==> src/rtl/riscv_pkg.sv <==
// Definitions shared across the RV32I core: datapath width, NOP encoding,
// fetch FSM state type, and the opcode map used by decode/control.
package riscv_pkg;

   localparam int XLEN = 32;

   localparam logic [31:0] NOP_INSTR = 32'h0000_0013;  // addi x0, x0, 0

   typedef enum logic [1:0] {
      REQ  = 2'd0,
      WAIT = 2'd1,
      DROP = 2'd2
   } fetch_state_t;

   localparam logic [6:0] OPC_LUI      = 7'b0110111;
   localparam logic [6:0] OPC_AUIPC    = 7'b0010111;
   localparam logic [6:0] OPC_JAL      = 7'b1101111;
   localparam logic [6:0] OPC_JALR     = 7'b1100111;
   localparam logic [6:0] OPC_BRANCH   = 7'b1100011;
   localparam logic [6:0] OPC_LOAD     = 7'b0000011;
   localparam logic [6:0] OPC_STORE    = 7'b0100011;
   localparam logic [6:0] OPC_OP_IMM   = 7'b0010011;
   localparam logic [6:0] OPC_OP       = 7'b0110011;
   localparam logic [6:0] OPC_MISC_MEM = 7'b0001111;
   localparam logic [6:0] OPC_SYSTEM   = 7'b1110011;

   function automatic logic [6:0] instr_opcode(input logic [31:0] instr);
      return instr[6:0];
   endfunction

   function automatic logic [2:0] instr_funct3(input logic [31:0] instr);
      return instr[14:12];
   endfunction

   function automatic logic [6:0] instr_funct7(input logic [31:0] instr);
      return instr[31:25];
   endfunction

endpackage

==> src/rtl/fetch_stage.sv <==
// RV32I instruction fetch: PC register, single-outstanding imem requests,
// one-entry output buffer to decode, and redirect with wrong-path discard.
module fetch_stage #(
   parameter int              XLEN     = riscv_pkg::XLEN,
   parameter logic [XLEN-1:0] RESET_PC = '0
) (
   input  logic            clk,
   input  logic            rst_n,
   output logic            imem_req_valid,
   input  logic            imem_req_ready,
   output logic [XLEN-1:0] imem_req_addr,
   input  logic            imem_rsp_valid,
   input  logic [31:0]     imem_rsp_data,
   input  logic            redirect_valid,
   input  logic [XLEN-1:0] redirect_pc,
   output logic            if_valid,
   input  logic            if_ready,
   output logic [XLEN-1:0] if_pc,
   output logic [31:0]     if_instr
);

   riscv_pkg::fetch_state_t state_q, state_d;
   logic [XLEN-1:0] pc_q, pc_d;
   logic [XLEN-1:0] req_pc_q, req_pc_d;
   logic            buf_valid_q, buf_valid_d;
   logic [XLEN-1:0] buf_pc_q, buf_pc_d;
   logic [31:0]     buf_instr_q, buf_instr_d;

   logic            req_fire;
   logic            xfer;
   logic [XLEN-1:0] redirect_tgt;
   logic            unused_redirect_lsb;

   assign redirect_tgt        = {redirect_pc[XLEN-1:2], 2'b00};
   assign unused_redirect_lsb = ^redirect_pc[1:0];

   // Gated by rst_n so nothing is requested while reset is held.
   assign imem_req_valid = rst_n & (state_q == riscv_pkg::REQ) & (~buf_valid_q | if_ready);
   assign imem_req_addr  = pc_q;
   assign req_fire       = imem_req_valid & imem_req_ready;

   assign if_valid = buf_valid_q & ~redirect_valid;
   assign if_pc    = buf_pc_q;
   assign if_instr = buf_instr_q;
   assign xfer     = if_valid & if_ready;

   always_comb begin
      state_d     = state_q;
      pc_d        = pc_q;
      req_pc_d    = req_pc_q;
      buf_valid_d = buf_valid_q;
      buf_pc_d    = buf_pc_q;
      buf_instr_d = buf_instr_q;

      if (redirect_valid) begin
         pc_d        = redirect_tgt;
         buf_valid_d = 1'b0;
         case (state_q)
            riscv_pkg::REQ: begin
               if (req_fire) begin
                  req_pc_d = pc_q;
                  state_d  = riscv_pkg::DROP;
               end
            end
            riscv_pkg::WAIT: state_d = imem_rsp_valid ? riscv_pkg::REQ : riscv_pkg::DROP;
            riscv_pkg::DROP: state_d = imem_rsp_valid ? riscv_pkg::REQ : riscv_pkg::DROP;
            default:         state_d = riscv_pkg::REQ;
         endcase
      end else begin
         if (xfer) begin
            buf_valid_d = 1'b0;
         end
         case (state_q)
            riscv_pkg::REQ: begin
               if (req_fire) begin
                  req_pc_d = pc_q;
                  state_d  = riscv_pkg::WAIT;
               end
            end
            riscv_pkg::WAIT: begin
               // Buffer is guaranteed empty or draining here, so loading never overwrites.
               if (imem_rsp_valid) begin
                  buf_valid_d = 1'b1;
                  buf_pc_d    = req_pc_q;
                  buf_instr_d = imem_rsp_data;
                  pc_d        = req_pc_q + XLEN'(4);
                  state_d     = riscv_pkg::REQ;
               end
            end
            riscv_pkg::DROP: begin
               if (imem_rsp_valid) begin
                  state_d = riscv_pkg::REQ;
               end
            end
            default: state_d = riscv_pkg::REQ;
         endcase
      end
   end

   always_ff @(posedge clk or negedge rst_n) begin
      if (!rst_n) begin
         state_q     <= riscv_pkg::REQ;
         pc_q        <= RESET_PC;
         req_pc_q    <= RESET_PC;
         buf_valid_q <= 1'b0;
         buf_pc_q    <= '0;
         buf_instr_q <= riscv_pkg::NOP_INSTR;
      end else begin
         state_q     <= state_d;
         pc_q        <= pc_d;
         req_pc_q    <= req_pc_d;
         buf_valid_q <= buf_valid_d;
         buf_pc_q    <= buf_pc_d;
         buf_instr_q <= buf_instr_d;
      end
   end

endmodule
==> config.mk <==
export PLATFORM = sky130hd
export DESIGN_NAME = fetch_stage
export DESIGN_NICKNAME = d
export VERILOG_FILES = /design/src/rtl/riscv_pkg.sv /design/src/rtl/fetch_stage.sv
export SDC_FILE = /design/constraint.sdc
export NUM_CORES = 1
export LEC_CHECK = 0
export CAP_MARGIN = 20
export CORE_MARGIN = 2
export CORE_UTILIZATION = 40
export CTS_BUF_LIST = sky130_fd_sc_hd__clkbuf_4 sky130_fd_sc_hd__clkbuf_8
export DETAILED_ROUTE_END_ITERATION = 7
export PLACE_DENSITY = 0.75
export SYNTH_ARGS = -nofsm -noshare
export SYNTH_HDL_FRONTEND = slang
export SYNTH_SLANG_ARGS = --single-unit
==> constraint.sdc <==
create_clock -name clk -period 2.37 [get_ports clk]
set_clock_uncertainty 0.15 [all_clocks]
set_input_delay 0.474 -clock clk [delete_from_list [all_inputs] [get_ports clk]]
set_output_delay 0.474 -clock clk [all_outputs]
set_load 0.02 [all_outputs]
# [Yosys cells after proc, flatten, opt, wreduce, memory -nomap -nowiden]
# Cells that the tools add are included.
[totals] ff_bits=131 input_bits=70
[classes] n_addsub=1 eq_ne=4 muxes=14 bitwise_logic=8 reduce_logical=8
[ops] cell="$mux 32" count=3
[ops] cell="$add 32x3->32 const B" count=1
[ops] cell="$mux 2" count=5
[ops] cell="$pmux 2 s2" count=2
[ops] cell="$reduce_and 2->1" count=3
[ops] cell="$and 1x1->1" count=5
[ops] cell="$mux 1" count=4
[ops] cell="$reduce_bool 2->1" count=2
[ops] cell="$ne 3x1->1 const B" count=1
[ops] cell="$reduce_and 3->1" count=1
[ops] cell="$eq 2x1->1 const B" count=1
[ops] cell="$eq 2x2->1 const B" count=1
[ops] cell="$logic_not 2->1" count=1
[ops] cell="$ne 2x2->1 const B" count=1
[ops] cell="$not 1->1" count=2
[ops] cell="$reduce_or 2->1" count=1
[ops] cell="$or 1x1->1" count=1

# [Logic depth before layout (Yosys ltp)]
# Gate-level depths: netlist of run 1.
[depth] word_depth=7 mapped_depth=9

# [Worst setup path before layout of run 1]
# Ideal clock, no wire load.
[synth_timing] path_type="input port to output port" start="in redirect_valid" end="out if_valid" arrival_time_ns=1.382 path_slack_ns=0.364 cell_stages=4 path_buffers=3 cell_sequence="clkbuf_1 clkbuf_1 buf_1 nor2_1"
[synth_via] elab_chain_len=2
[synth_rtl] item="start, declared" line="fetch_stage.sv:14" text="input logic redirect_valid,"
[synth_rtl] item="$not 1->1 (no line)"
[synth_rtl] item="$and 1x1->1" line="fetch_stage.sv:42" text="assign if_valid = buf_valid_q & ~redirect_valid;"
[synth_rtl] item="end, declared" line="fetch_stage.sv:16" text="output logic if_valid,"
# Every way passes these cells.

# [Worst setup path after layout of run 1]
[layout_timing] start="reg buf_valid_q" end="out if_valid"
[layout_via] elab_chain_len=1
[layout_rtl] item="start, declared" line="fetch_stage.sv:25" text="logic buf_valid_q, buf_valid_d;"
[layout_rtl] item="start signal, assigned" line="fetch_stage.sv:112" text="buf_valid_q <= buf_valid_d;"
[layout_rtl] item="$and 1x1->1" line="fetch_stage.sv:42"
# Every way passes these cells.

==> results of run 1 <==
==> logic make-up after synthesis <==
family	Yosys count	synth area share
simple gates	297	0.219
flops	131	0.565
buf+inv	44	0.0312
xor+xnor	24	0.0362
compound gates	61	0.0655
mux	39	0.0747
fa+ha+maj	4	0.00862
==> registers in the layout (all words and copies together) (netlist names) <==
| name | count |
|---|---|
| buf_valid_q | 1 |
| if_instr | 32 |
| if_pc | 32 |
| imem_req_addr | 32 |
| req_pc_q | 32 |
| state_q | 2 |
==> critical path, cell delays in order (launching register included) <==
cell,delay (ps)
dfrtp_1,330
inv_1,90
nor2_1,120
clkdlybuf4s50_1,610
==> per-layer routing <==
metal	vias to the layer above	wire, um
met1	2361	6780
met4	0	153
met3	15	721
met5	-	0
met2	153	7460
li1	2314	-
==> power by group <==
part	internal (uW)	leakage, uW	switching [uW]
Clock	1400	0.000244	845
Combinational	1940	0.00184	1990
Sequential	3100	0.00164	726
Total	6440	0.00372	3560
==> what timing repair did <==
item                                   CTS  global route
setup endpoints to repair                1             1
endpoints found under the hold margin    0             0
gates cloned                             0             0
gates resized for setup                  2             2
hold buffers                             0             0
==> per-stage QoR <==
step	power [uW]	hold WS, ps	area [um^2]	cells	setup slack [ps]
3_5_place_dp	7810	301	7780	931	60.8
6_report	10000	46.3	8260	963	170
2_1_floorplan	5870	28.4	5810	600	364
5_1_grt	10600	99.4	8260	963	79.7
4_1_cts	10100	84.1	8260	963	39.6
3_3_place_gp	7650	297	7780	931	43.6
==> synthesized netlist by cell type (5+ instances only) <==
cell      number
mux2_2        35
xnor2_1       20
nand3_1       10
o221ai_1      11
o21ai_0       20
inv_1          8
buf_1          5
nand2_1      231
clkbuf_1      22
a21oi_1       18
nor3_1        10
buf_2          7
dfrtp_1      128
nor2_1        19
==> final timing paths <==
check | startpoint | endpoint | slack [ps] | cells past startpoint
max in group asynchronous | rst_n | if_instr[16] | 1500 | 2
max | buf_valid_q | if_valid | 170 | 3
max reg2reg | req_pc_q[4] | imem_req_addr[20] | 330 | 6
min reg2reg | if_instr[4] | if_instr[4] | 310 | 2
min | rst_n | imem_req_addr[14] | 50 | 2
min in group clk | if_instr[4] | if_instr[4] | 310 | 2
==> final cells by class <==
type	instances	share of cell area
well taps	184	0.0279
repair buffers	183	0.224
clock buffers	24	0.0377
inverters	8	0.00364
multi-input cells	425	0.288
clock inverters	8	0.0208
flip-flops and latches	131	0.397
==> placed cells by master, fill, tap and decap left out, drive strengths merged, types with 2 or more instances in the layout <==
master,instances
nand2,231
clkdlybuf4s50,162
dfrtp,128
mux2,35
clkbuf,25
o21ai,21
xnor2,20
buf,20
nor2,19
a21oi,18
o221ai,11
nor3,11
nand3,10
inv,8
nand4,7
bufinv,5
o31ai,4
mux2i,4
nor3b,4
xor2,4
ha,4
and3,3
dfstp,3
and2,3
nor4,3
and4,2
nand2b,2
clkinv,2
==> run_results.csv, run 1 <==
group,metric,value,unit
status,outcome,"finished clean",
layout,fill_cells,1226,
logic_synthesis,synth_nets,674,
global_route,grt_overflow,0,
power_and_ir_drop,leakagePower,0.00372,uW
clocking,h-tree-depth,4,
sta,finalSetupViolCount,0,
logic_synthesis,synth.cell_area,0.00581,mm^2
sta,rsz0062_at_grt,"no",
drt,wirelength,15100,um
sta,hold_viol,0,
global_route,grt_first_pass_wirelength,25100,um
logic_synthesis,synth_ff_type,"dfrtp_1",
logic_synthesis,yosysWarnings,0,
placement,routabilityCongestion,0.794,
logic_synthesis,ys_seq_elements,131,
sta,post-route-min-period,2200,ps
clocking,tritoncts,"done",
global_route,grt_use_met2,0.331,
global_route,grt_use_met3,0.0460,
logic_synthesis,synth_edf_count,0,
global_route,grt_busiest_layer,"met2",
clocking,numCtsBuffers,17,
drt,routed_via_density,5.03,
layout,area_growth,42.2,%
floorplanning,die-area,0.0155,mm^2
sta,slew_violations,0,
job,cap_violations,0,
global_route,use_met1,0.267,
global_route,grt_use_total,0.201,
drt,drc,0,
sta,fmax,455,MHz
clocking,clock-sinks,131,
layout,drive_gt1_frac,0.130,
drt,drt_iter0_drc,259,
min_path,min_path_type,"in -> async",
worst_setup_path,worst-endpoint-required,1750,ps
logic_synthesis,synthCells,600,
floorplanning,die_x,125,um
layout,diodes,0,
layout,nets,840,
placement,numPortBuffers,165,
worst_setup_path,worstSetupPathType,"reg -> out",
logic_synthesis,ys_async_sr_fraction,1.00,
worst_setup_path,cp_max_fo,4,
drt,dr_total_vias,4843,
drt,firstDrtPassIters,7,
sta,fin_setup_tns,0,ps
floorplanning,ios,168,
logic_synthesis,syn_avg_cell_area,9.68,um^2
layout,area.sequential,0.00328,mm^2
global_route,antenna_found_initial,0,
floorplanning,core_region_area,0.0144,mm^2
clocking,cts-root-buf,"clkbuf_8",
clocking,clock_latency,440,ps
sta,tightest_slew,698,ps
logic_synthesis,synth.area.top_cells,"dfrtp_1 (55%), nand2_1 (15%), mux2_2 (6.8%)",
drt,wl_per_cell,15.7,um
logic_synthesis,ys_types,42,
floorplanning,rows,44,
layout,multi_input_area,0.00238,mm^2
clocking,cts_setup_buffers,0,
global_route,grt_max_degree,132,
worst_setup_path,critical_path_arrival,1580,ps
logic_synthesis,seq_area_frac_synth,0.565,
sta,relSlewSlack,0.535,
clocking,cts.path.max_buffers,2,
global_route,first_global_vias,4904,
worst_setup_path,startpoint_type,"register",
placement,dp.final_hpwl,10500,um
layout,final_core_util,0.575,
sta,finalCritPeriodShare,0.928,
power_and_ir_drop,power_density,1210,mW/mm^2
logic_synthesis,synth_area_leader_cell,"dfrtp_1",
logic_synthesis,synth_top_area_share,0.551,
power_and_ir_drop,peakVddDrop,0.000502,V
floorplanning,initial_core_util,0.404,
floorplanning,die_h,125,um
worst_setup_path,worst_setup_path_end_kind,"primary output",
clocking,clk_pin_slew,70,ps
drt,antenna_left,0,
Note: power is estimated with default switching activity, not from simulation.
==> run 2: changes to the inputs <==
Settings changed: DONT_BUFFER_PORTS from default to 1, PLACE_DENSITY 0.75 to 0.6.
==> run_results.csv, run 2 (synthesis gave the netlist of run 1 again) <==
group,metric,value,unit
worst_setup_path,critPathSlowestCell,"dfrtp_1",
sta,fmax,474,MHz
floorplanning,die_h,125,um
drt,dr_total_vias,4445,
drt,drc,0,
clocking,cts.repair.resized,0,
worst_setup_path,cp_cell_sequence,"inv_1, ha_1, o211a_1",
status,outcome,"finished, violations left",
power_and_ir_drop,leakagePower,0.00333,uW
clocking,clock-sinks,131,
worst_setup_path,worst-path-buf-inv,1,
worst_setup_path,startpoint_type,"register",
drt,wirelength,15100,um
sta,rsz0062_at_grt,"no",
layout,drive_gt1_frac,0.137,
global_route,grt_max_degree,134,
clocking,cts.path.max_buffers,2,
clocking,tritoncts,"done",
worst_setup_path,worst-endpoint-required,1750,ps
global_route,antenna_found_initial,0,
clocking,clk_pin_slew,70,ps
sta,post-route-min-period,2110,ps
placement,numPortBuffers,0,
drt,drt_iter0_drc,263,
sta,relSlewSlack,0.533,
clocking,hold_buffers,60,
clocking,h-tree-depth,4,
layout,fin_area,0.00717,mm^2
worst_setup_path,endpoint,"imem_req_valid",
floorplanning,die-area,0.0155,mm^2
sta,hold_viol,131,
floorplanning,rows,44,
worst_setup_path,cp_max_fo,4,
clocking,numCtsBuffers,17,
worst_setup_path,rr_endpoint,"imem_req_addr[27]",
worst_setup_path,r2r_slack,330,ps
worst_setup_path,worstSetupPathType,"reg -> out",
worst_setup_path,critical_path_arrival,1490,ps
floorplanning,initial_core_util,0.404,
layout,diodes,0,
placement,dp.cells,760,
worst_setup_path,reg2reg_depth,5,
worst_setup_path,cp.depth,3,
drt,routed_via_density,5.20,
power_and_ir_drop,power,8820,uW
layout,finalNonFillerCells,855,
layout,area_growth,23.5,%
global_route,first_global_vias,4624,
sta,finalCritPeriodShare,0.890,
worst_setup_path,worst_setup_path_end_kind,"primary output",
drt,wl_per_cell,17.7,um
worst_setup_path,worstReg2RegStart,"req_pc_q[9]",
clocking,cts_setup_buffers,0,
placement,place_area,0.00605,mm^2
clocking,clock_latency,440,ps
worst_setup_path,slowest_delay,410,ps
floorplanning,core_region_area,0.0144,mm^2
drt,firstDrtPassIters,5,
clocking,cts-root-buf,"clkbuf_8",
floorplanning,ios,168,
placement,routabilityCongestion,0.766,
layout,final_common_cell,"nand2_1",
layout,nets,732,
sta,tightest_slew,700,ps
global_route,grt_first_pass_wirelength,24600,um
global_route,grt_overflow,0,
job,cap_violations,0,
status,violations,"negative hold slack",
placement,dp.final_hpwl,9140,um
floorplanning,die_x,125,um
global_route,grt_use_total,0.203,
sta,whs,-420,ps
layout,final_cell_mix,"nand2_1 (231), dfrtp_1 (128), dlygate4sd3_1 (62)",
worst_setup_path,cp_top_family,"flip-flops",
sta,finalSetupViolCount,0,
sta,fin_setup_tns,0,ps
drt,antenna_left,0,
power_and_ir_drop,power_density,1230,mW/mm^2
worst_setup_path,startpoint,"state_q[0]",
power_and_ir_drop,peakVddDrop,0.000653,V
min_path,min_path_type,"in -> async",
sta,slew_violations,0,
## run 2: cell types whose count changed in the layout (fill, tap and decap cells not counted), moves of 2 or more
cell | before | now
clkbuf_8 | 21 | 18
dlygate4sd3_1 | 0 | 62
clkbuf_4 | 3 | 1
clkinv_2 | 1 | 3
clkdlybuf4s50_1 | 162 | 0
buf_12 | 6 | 4
clkinv_4 | 1 | 3
buf_4 | 12 | 9
## run 2: area by class of cell
cell class	count	area, um^2
tap	184	230
sequential	131	3280
multi-input combinational	425	2380
inverter	8	30.0
fill	1317	7190
clock buffer	19	255
clock inverter	13	230
timing repair buffer	75	768
## run 2: report_power, final
group	internal [uW]	leakage [uW]	switching, uW
Combinational	931	0.00144	959
Clock	1400	0.000247	891
Sequential	3100	0.00164	1540
## run 2: metal layers
layer,GRT usage,vias to the layer above,wire [um],part of all wire
li1,-,2098,-,-
met1,0.252,2199,6640,0.44
met2,0.334,129,7410,0.49
met3,0.0700,19,858,0.057
met4,0.0615,0,227,0.015
met5,0,-,0,0
## run 2: how the worst min path moves through the flow
stage	to	slack (ps)	cells past startpoint
floorplan	buf_valid_q	30	0
global placement	imem_req_addr[1]	30	0
detailed placement	req_pc_q[1]	30	0
CTS	imem_req_addr[11]	-460	0
global route	req_pc_q[6]	-480	0
finish	if_pc[0]	-420	0
## run 2: through the flow
step                      setup slack [ps]  utilization
after floorplan                        364            -
after global placement                 362        0.421
after detailed placement               327        0.421
after CTS                              219        0.497
after global routing                   128        0.499
final                                  260        0.499
==> run 3: changes to the inputs <==
Settings changed: CORE_UTILIZATION 40 to 57, PLACE_DENSITY 0.6 to default, PLACE_DENSITY_LB_ADDON from default to 0.3.
==> run_results.csv, run 3 (synthesis gave the netlist of run 1 again) <==
group,metric,value,unit
worst_setup_path,worst-endpoint-required,1750,ps
clocking,clk_pin_slew,70,ps
layout,final_common_cell,"nand2_1",
layout,diodes,0,
layout,nets,697,
drt,met1_length,5400,um
placement,place_area,0.00599,mm^2
sta,relSlewSlack,0.580,
global_route,first_global_vias,4535,
worst_setup_path,startpoint,"state_q[0]",
worst_setup_path,worst_setup_path_end_kind,"primary output",
placement,dp.final_hpwl,8870,um
sta,slew_violations,0,
drt,wl_met2,7160,um
sta,fin_setup_tns,0,ps
floorplanning,core_region_area,0.00982,mm^2
sta,tightest_slew,628,ps
job,cap_violations,0,
min_path,min_path_type,"in -> async",
floorplanning,ios,168,
drt,wirelength,13900,um
sta,post-route-min-period,2100,ps
global_route,grt_first_pass_wirelength,22900,um
floorplanning,die-area,0.0110,mm^2
status,outcome,"finished, violations left",
layout,fin_area,0.00670,mm^2
clocking,cts.path.max_buffers,2,
layout,finalNonFillerCells,769,
power_and_ir_drop,power_density,1260,mW/mm^2
drt,drc,0,
floorplanning,rows,36,
layout,final_cell_mix,"nand2_1 (231), dfrtp_1 (128), mux2_2 (35)",
sta,finalCritPeriodShare,0.888,
drt,dr_wl_met3,1080,um
floorplanning,initial_core_util,0.592,
floorplanning,die_x,105,um
layout,area_growth,15.3,%
power_and_ir_drop,leakagePower,0.00315,uW
sta,hold_viol,131,
worst_setup_path,critical_path_arrival,1480,ps
worst_setup_path,worstSetupPathType,"reg -> out",
placement,routabilityCongestion,0.790,
placement,numPortBuffers,0,
drt,firstDrtPassIters,7,
global_route,grt_max_degree,134,
global_route,grt_overflow,0,
global_route,antenna_found_initial,0,
sta,rsz0062_at_grt,"no",
placement,dp.cells,708,
clocking,hold_buffers,29,
clocking,clock_latency,430,ps
clocking,numCtsBuffers,17,
clocking,h-tree-depth,4,
sta,whs,-410,ps
drt,wl_per_cell,18.1,um
drt,dr_total_vias,4380,
sta,fmax,475,MHz
drt,topRoutingLayerUsed,"met4",
clocking,cts-root-buf,"clkbuf_8",
worst_setup_path,startpoint_type,"register",
drt,routed_via_density,5.70,
clocking,cts_setup_buffers,0,
floorplanning,die_h,105,um
global_route,grt_use_total,0.264,
clocking,clock-sinks,131,
layout,final_core_util,0.682,
status,violations,"negative hold slack",
drt,antenna_left,0,
drt,drt_iter0_drc,309,
sta,finalSetupViolCount,0,
worst_setup_path,cp_max_fo,4,
layout,drive_gt1_frac,0.142,
power_and_ir_drop,peakVddDrop,0.000625,V
worst_setup_path,worstReg2RegStart,"req_pc_q[4]",
clocking,tritoncts,"done",
clocking,cts.repair.resized,0,
-- run 3: cell types whose count changed in the layout (fill, tap and decap cells not counted) --
cell,previous run,this run
clkinvlp_4,0,2
inv_6,1,0
dlygate4sd3_1,62,29
clkbuf_4,1,2
clkinv_4,3,0
bufinv_16,6,3
clkinv_2,3,5
clkbuf_8,18,20
buf_4,9,7
-- run 3: layout make-up --
type	instances	area, um^2
Fill cell	798	3120
Clock buffer	22	290
Timing Repair Buffer	40	423
Sequential cell	131	3280
Tap cell	133	166
Clock inverter	10	130
Multi-Input combinational cell	425	2380
Inverter	8	30.0
-- run 3: report_power, final --
group,internal [uW],switching [uW]
Combinational,886,923
Sequential,3100,1560
Clock,1140,821
Total,5120,3310
-- run 3: final timing paths --
path	endpoint	slack (ps)	depth (start not counted)
setup / recovery	imem_req_valid	270	3
hold / removal	if_instr[29]	-410	0
setup reg to reg	imem_req_addr[30]	310	6
hold reg to reg	if_pc[1]	360	2
max in group asynchronous	if_instr[4]	2210	0
min in group clk	if_instr[30]	20	2
-- run 3: metrics by stage --
stage          setup WS [ps]  power (uW)
6_report                 265        8430
5_1_grt                  131        8940
4_1_cts                  235        8480
3_5_place_dp             312        6460
3_3_place_gp             393        6330
2_1_floorplan            364        5870
-- run 3: worst max-delay path, stage by stage, from the launching register on --
cell	delay (ps)
dfrtp_1	400
inv_1	100
ha_1	260
o211a_1	290
-- run 3: per-layer routing --
| metal | up-vias | track usage |
|---|---|---|
| met5 | - | 0 |
| met4 | 0 | 0.103 |
| met3 | 24 | 0.0724 |
| met2 | 172 | 0.436 |
| met1 | 2159 | 0.331 |
| li1 | 2025 | - |
